## src/rtl/cordic_pkg.sv

```systemverilog
// Shared definitions for the CORDIC engines: default sizes, FSM state encoding
// and Q2.30 constants used by callers for pre-scaling and angle ranges.
package cordic_pkg;
  localparam int DEF_DATA_W = 32;
  localparam int DEF_ITERS  = 16;
  localparam int DEF_ADDR_W = 4;

  typedef enum logic [1:0] {IDLE, LOAD, ITER, DONE} state_t;

  localparam logic [31:0] CORDIC_GAIN = 32'h26DD3B6A;
  localparam logic [31:0] ANGLE_PI_4  = 32'h3243F6A8;
  localparam logic [31:0] ANGLE_PI_2  = 32'h6487ED51;
endpackage

```

## src/rtl/cordic_iter_core_if.sv

```systemverilog
// Operand/result handshake between the angle front end (master) and the core (slave).
interface cordic_iter_core_if import cordic_pkg::*; #(parameter int DATA_W = DEF_DATA_W);
  logic              start;
  logic [DATA_W-1:0] x_in, y_in, z_in;
  logic              busy, done;
  logic [DATA_W-1:0] x_out, y_out, z_out;

  modport master (output start, x_in, y_in, z_in,
                  input  busy, done, x_out, y_out, z_out);
  modport slave  (input  start, x_in, y_in, z_in,
                  output busy, done, x_out, y_out, z_out);
endinterface

```

## src/rtl/cordic_microrot.sv

```systemverilog
// One combinational rotation-mode CORDIC step; direction follows the sign of z.
module cordic_microrot import cordic_pkg::*; #(
  parameter int DATA_W = DEF_DATA_W,
  parameter int IDX_W  = DEF_ADDR_W
) (
  input  logic signed [DATA_W-1:0] x,
  input  logic signed [DATA_W-1:0] y,
  input  logic signed [DATA_W-1:0] z,
  input  logic        [IDX_W-1:0]  i,
  input  logic signed [DATA_W-1:0] atan,
  output logic signed [DATA_W-1:0] x_nxt,
  output logic signed [DATA_W-1:0] y_nxt,
  output logic signed [DATA_W-1:0] z_nxt
);
  logic signed [DATA_W-1:0] xs, ys;

  assign xs = x >>> i;
  assign ys = y >>> i;

  always_comb begin
    if (z[DATA_W-1]) begin
      x_nxt = x + ys;
      y_nxt = y - xs;
      z_nxt = z + atan;
    end else begin
      x_nxt = x - ys;
      y_nxt = y + xs;
      z_nxt = z - atan;
    end
  end
endmodule

```

## src/rtl/cordic_iter_core.sv

```systemverilog
// Iterative rotation-mode CORDIC: one micro-rotation per clock, fed by a
// synchronous arctan ROM whose address is kept one step ahead of the datapath.
module cordic_iter_core import cordic_pkg::*; #(
  parameter int DATA_W = DEF_DATA_W,
  parameter int ITERS  = DEF_ITERS,
  parameter int ADDR_W = DEF_ADDR_W
) (
  input  logic              clk,
  input  logic              rst_n,
  cordic_iter_core_if.slave io,
  output logic [ADDR_W-1:0] rom_addr,
  input  logic [DATA_W-1:0] rom_data
);
  state_t state, state_nxt;
  logic [ADDR_W-1:0] cnt;
  logic signed [DATA_W-1:0] x_r, y_r, z_r, x_n, y_n, z_n;
  logic last;

  assign last = (cnt == ADDR_W'(ITERS-1));

  cordic_microrot #(.DATA_W(DATA_W), .IDX_W(ADDR_W)) u_rot (
    .x(x_r), .y(y_r), .z(z_r), .i(cnt), .atan(rom_data),
    .x_nxt(x_n), .y_nxt(y_n), .z_nxt(z_n)
  );

  always_ff @(posedge clk or negedge rst_n) begin
    if (!rst_n) state <= IDLE;
    else        state <= state_nxt;
  end

  always_comb begin
    state_nxt = state;
    io.busy   = 1'b0;
    io.done   = 1'b0;
    case (state)
      IDLE: if (io.start) state_nxt = LOAD;
      LOAD: begin
        io.busy   = 1'b1;
        state_nxt = ITER;
      end
      ITER: begin
        io.busy = 1'b1;
        if (last) state_nxt = DONE;
      end
      DONE: begin
        io.done   = 1'b1;
        state_nxt = IDLE;
      end
      default: state_nxt = IDLE;
    endcase
  end

  // rom_addr leads cnt by one so rom_data in ITER cycle i is atan(2^-i);
  // the final increment wraps and that word is never consumed.
  always_ff @(posedge clk or negedge rst_n) begin
    if (!rst_n) begin
      cnt      <= '0;
      rom_addr <= '0;
      x_r      <= '0;
      y_r      <= '0;
      z_r      <= '0;
      io.x_out <= '0;
      io.y_out <= '0;
      io.z_out <= '0;
    end else begin
      case (state)
        IDLE: if (io.start) begin
          x_r      <= io.x_in;
          y_r      <= io.y_in;
          z_r      <= io.z_in;
          cnt      <= '0;
          rom_addr <= '0;
        end
        LOAD: begin
          cnt      <= '0;
          rom_addr <= ADDR_W'(1);
        end
        ITER: begin
          x_r      <= x_n;
          y_r      <= y_n;
          z_r      <= z_n;
          cnt      <= cnt + ADDR_W'(1);
          rom_addr <= cnt + ADDR_W'(2);
          if (last) begin
            io.x_out <= x_n;
            io.y_out <= y_n;
            io.z_out <= z_n;
          end
        end
        default: ;
      endcase
    end
  end
endmodule
```

## src/flat_wrapper.sv

```systemverilog
// flat-port wrapper written by rule: the top's interface ports become plain ports
module cordic_iter_core_flat import cordic_pkg::*;
#(
  parameter int DATA_W = DEF_DATA_W,
  parameter int ITERS  = DEF_ITERS,
  parameter int ADDR_W = DEF_ADDR_W
)
  (clk, rst_n, rom_addr, rom_data, io_start, io_x_in, io_y_in, io_z_in, io_busy, io_done, io_x_out, io_y_out, io_z_out);
  cordic_iter_core_if #(.DATA_W(DATA_W)) io_i ();
  input  logic clk;
  input  logic rst_n;
  output logic [ADDR_W-1:0] rom_addr;
  input  logic [DATA_W-1:0] rom_data;
  input wire logic [$bits(io_i.start)-1:0] io_start;
  input wire logic [$bits(io_i.x_in)-1:0] io_x_in;
  input wire logic [$bits(io_i.y_in)-1:0] io_y_in;
  input wire logic [$bits(io_i.z_in)-1:0] io_z_in;
  output wire logic [$bits(io_i.busy)-1:0] io_busy;
  output wire logic [$bits(io_i.done)-1:0] io_done;
  output wire logic [$bits(io_i.x_out)-1:0] io_x_out;
  output wire logic [$bits(io_i.y_out)-1:0] io_y_out;
  output wire logic [$bits(io_i.z_out)-1:0] io_z_out;
  assign io_i.start = io_start;
  assign io_i.x_in = io_x_in;
  assign io_i.y_in = io_y_in;
  assign io_i.z_in = io_z_in;
  assign io_busy = io_i.busy;
  assign io_done = io_i.done;
  assign io_x_out = io_i.x_out;
  assign io_y_out = io_i.y_out;
  assign io_z_out = io_i.z_out;
  cordic_iter_core #(.DATA_W(DATA_W), .ITERS(ITERS), .ADDR_W(ADDR_W)) u_core (.clk(clk), .rst_n(rst_n), .io(io_i), .rom_addr(rom_addr), .rom_data(rom_data));
endmodule
```

## config.mk

```make
export PLATFORM = sky130hd
export DESIGN_NAME = cordic_iter_core_flat
export DESIGN_NICKNAME = d
export VERILOG_FILES = /design/src/rtl/cordic_pkg.sv /design/src/rtl/cordic_iter_core_if.sv /design/src/rtl/cordic_microrot.sv /design/src/rtl/cordic_iter_core.sv /design/src/flat_wrapper.sv
export SDC_FILE = /design/constraint.sdc
export NUM_CORES = 1
export LEC_CHECK = 0
export BUFFER_PORTS_ARGS = -buffer_cell sky130_fd_sc_hd__buf_4
export CAP_MARGIN = 10
export CORE_MARGIN = 4
export CORE_UTILIZATION = 55
export CTS_CLUSTER_SIZE = 8
export DETAILED_ROUTE_END_ITERATION = 8
export PLACE_DENSITY = 0.79
export SYNTH_ARGS = -nofsm -noshare
export SYNTH_HDL_FRONTEND = slang
export SYNTH_SLANG_ARGS = --single-unit
```

## constraint.sdc

```tcl
create_clock -name clk -period 6.4 [get_ports clk]
set_clock_uncertainty 0.15 [all_clocks]
set_input_delay 0.96 -clock clk [delete_from_list [all_inputs] [get_ports clk]]
set_output_delay 0.96 -clock clk [all_outputs]
set_load 0.01 [all_outputs]
```

==> impl_metrics.yaml <==
floorplan:
  die_height_microns: 193
  core_region_area_sq_um: 33600
  rows: 67
  start_util: 0.558
  dieArea_sq_um: 37100
  ios: 233
  die_width_microns: 193
drt:
  drt_pass1_iterations: 6
  wire_per_inst_microns: 20.5
  antenna_left: 0
  routed_wirelength_microns: 57600
  vias_per_cell: 6.23
  drtIter0Drc: 1047
  vias: 17500
  drc: 0
place:
  place_congestion: 0.969
  dp_hpwl_microns: 42800
  dp_worst_setup_slack_ps: 444
  io_buffers: 232
grt:
  overflow: 0
  grt_max_degree: 108
  antenna_found_initial: 1
  track_usage: 0.302
  grt_pass1_wl_microns: 91400
  grt_pass1_vias: 17500
logic_synthesis:
  synth-edff-count: 0
  yosys_warnings: 0
  synth_top_area_frac: 0.269
  post-synth-top-count-cell: "nand2_1"
  ys_types: 84
  synth_common_cells: "285 x nand2_1, 202 x dfrtp_1, 196 x a21oi_1, 196 x o21ai_0, 143 x nor2_1"
  synthFlopType: "dfrtp_1"
  ys_seq_area_frac: 0.269
  syn-cell-area_sq_um: 18800
  synthArstFlopShare: 1.00
  syn_avg_cell_area_sq_um: 8.68
  syn_inst: 2161
  ys_top_cells_by_area: "dfrtp_1 27%, mux4_2 8.8%, ha_1 7.3%"
  synth.ff_latch_count: 202
  syn_nets: 2405
  yosys.area.top_type: "dfrtp_1"
cts:
  clk_pin_slew_worst_paths_ps: 60
  cts_tree: "done"
  ctsHoldBuffers: 0
  cts_buffers: 29
  clock_sinks: 202
  cts-root-buf: "clkbuf_16"
  cts_max_level: 1
  clockBufferDepth: 3
  worstSkewPairLatency_ps: 580
flow_run:
  drv_cap: 0
critical_path:
  crit_family: "compound AO/OA/AOI/OAI gates"
  r2r-start: "u_core.cnt[0]"
  r2r_cells: 19
  crit_path_max_fanout: 47
  worst_ep_arrival_time_ps: 6280
  cp-start-kind: "register"
  cp_common_cell: "mux2i_1"
  cp.required_ps: 6760
  critPathLaunch: "u_core.cnt[0]"
  slowest_delay_ps: 600
  crit_slowest_cell: "mux4_2"
  crit_chain: "buf_12 > mux4_2 > mux2i_1 > mux2i_1 > a211oi_1 > and4_1 > a31oi_1 > xor2_1 > ha_1 > a21oi_1 > o21ai_0 > a221oi_1 > nand2_1 > o22ai_1 > o221ai_1 > a41o_1 > o41a_1 > or3_1 > nand3_1"
  worstSetupPathType: "register to register"
  cp_num_buf_inv: 1
  critPathCaptureType: "register"
  reg2reg_setup_slack_ps: 480
  regToRegEndpoint: "u_core.y_r[30]"
timing:
  maxSlewViolCount: 0
  setup_ws_ps: 483
  period_share: 0.925
  fin_crit_ps: 5920
  tightest_slew_ps: 925
  rsz0062_at_grt: "no"
  setup_tns_ps: 0
  hold_violations: 0
  setup_viol: 0
  clock.fmax_ghz: 0.169
  relSlewSlack: 0.367
hold_path:
  min_path_type: "input pin to async pin"
outcome:
  status: "finished clean"
finish:
  areaGrowthSynthToFinish_pct: 16.4
  nets: 2595
  layout-drive-gt1-share: 0.209
  n_antenna_cell: 0
layout make-up:
type / count / area (sq um)
fillers: 2775 / 11800
clock buffers: 32 / 747
clock inverters: 2 / 50.0
multi-input cells: 1789 / 13100
repair buffers: 285 / 2200
well taps: 448 / 561
flip-flops and latches: 202 / 5060
inverters: 44 / 166
cells by family after synthesis:
logic type,count (synthesis),synth area share
compound gates,646,0.210
simple gates,642,0.157
mux,218,0.169
flops,202,0.269
xor+xnor,170,0.0801
buf+inv,170,0.0367
fa+ha+maj,113,0.0765
state kept, by name, indices dropped and copies added (netlist names):
signal,flops
u_core.rom_addr,4
u_core.state,2
u_core.cnt,4
u_core.io.z_out,32
u_core.z_r,32
u_core.x_r,32
u_core.y_r,32
u_core.io.y_out,32
u_core.io.x_out,32
repair_timing:
action	CTS	global route
endpoints found under the setup margin	0	6
endpoints found under the hold margin	0	0
setup buffers	0	1
resized for setup	0	1
how the worst max path moves through the flow:
stage                          end  depth (start not counted)  slack [ps]
global route        u_core.y_r[30]                         19          10
finish              u_core.y_r[30]                         19         480
detailed placement  u_core.y_r[30]                         19         440
CTS                 u_core.x_r[30]                         22         390
global placement    u_core.y_r[30]                         19         510
floorplan           u_core.y_r[30]                         24         330
layer usage:
layer | up-vias | share of wire | track usage
met4 | 2 | 0.040 | 0.117
met5 | - | 0.00030 | 0
met1 | 8442 | 0.40 | 0.370
met2 | 602 | 0.49 | 0.528
met3 | 154 | 0.067 | 0.0559
li1 | 8267 | - | -
through the flow:
step                      instance area, sq um  hold WS (ps)  std cells   util
after floorplan                          18800           304       2161      -
after global placement                   21000           312       2767  0.626
after detailed placement                 21000           322       2767  0.626
after CTS                                21800           291       2801  0.649
after global routing                     21900           306       2802  0.650
final                                    21900           248       2802  0.650
cells in the final DEF, fill, tap and decap left out, types with 6 or more instances in the layout:
cell	count
a21o_1	44
o21bai_1	17
o211ai_1	16
xor2_1	79
nand4_1	11
clkbuf_16	29
mux2i_1	78
xnor2_1	90
mux2_2	65
a31oi_1	28
nor2b_1	21
buf_4	279
o22ai_1	7
nand2_1	285
o21ai_0	195
mux4_2	73
a211oi_1	19
ha_1	109
or2_2	6
and3_1	28
a22oi_1	6
nor3_1	46
a31o_2	7
inv_1	39
nor4_1	10
nand3_1	25
a211o_1	14
nor2_1	143
dfrtp_1	197
o31ai_1	8
nand2b_1	13
or3_1	11
a21oi_1	196
and2_1	17
o21a_1	33
Power is not shown: default switching activity piles up to over one toggle a cycle in this logic, so the estimate is an artifact.
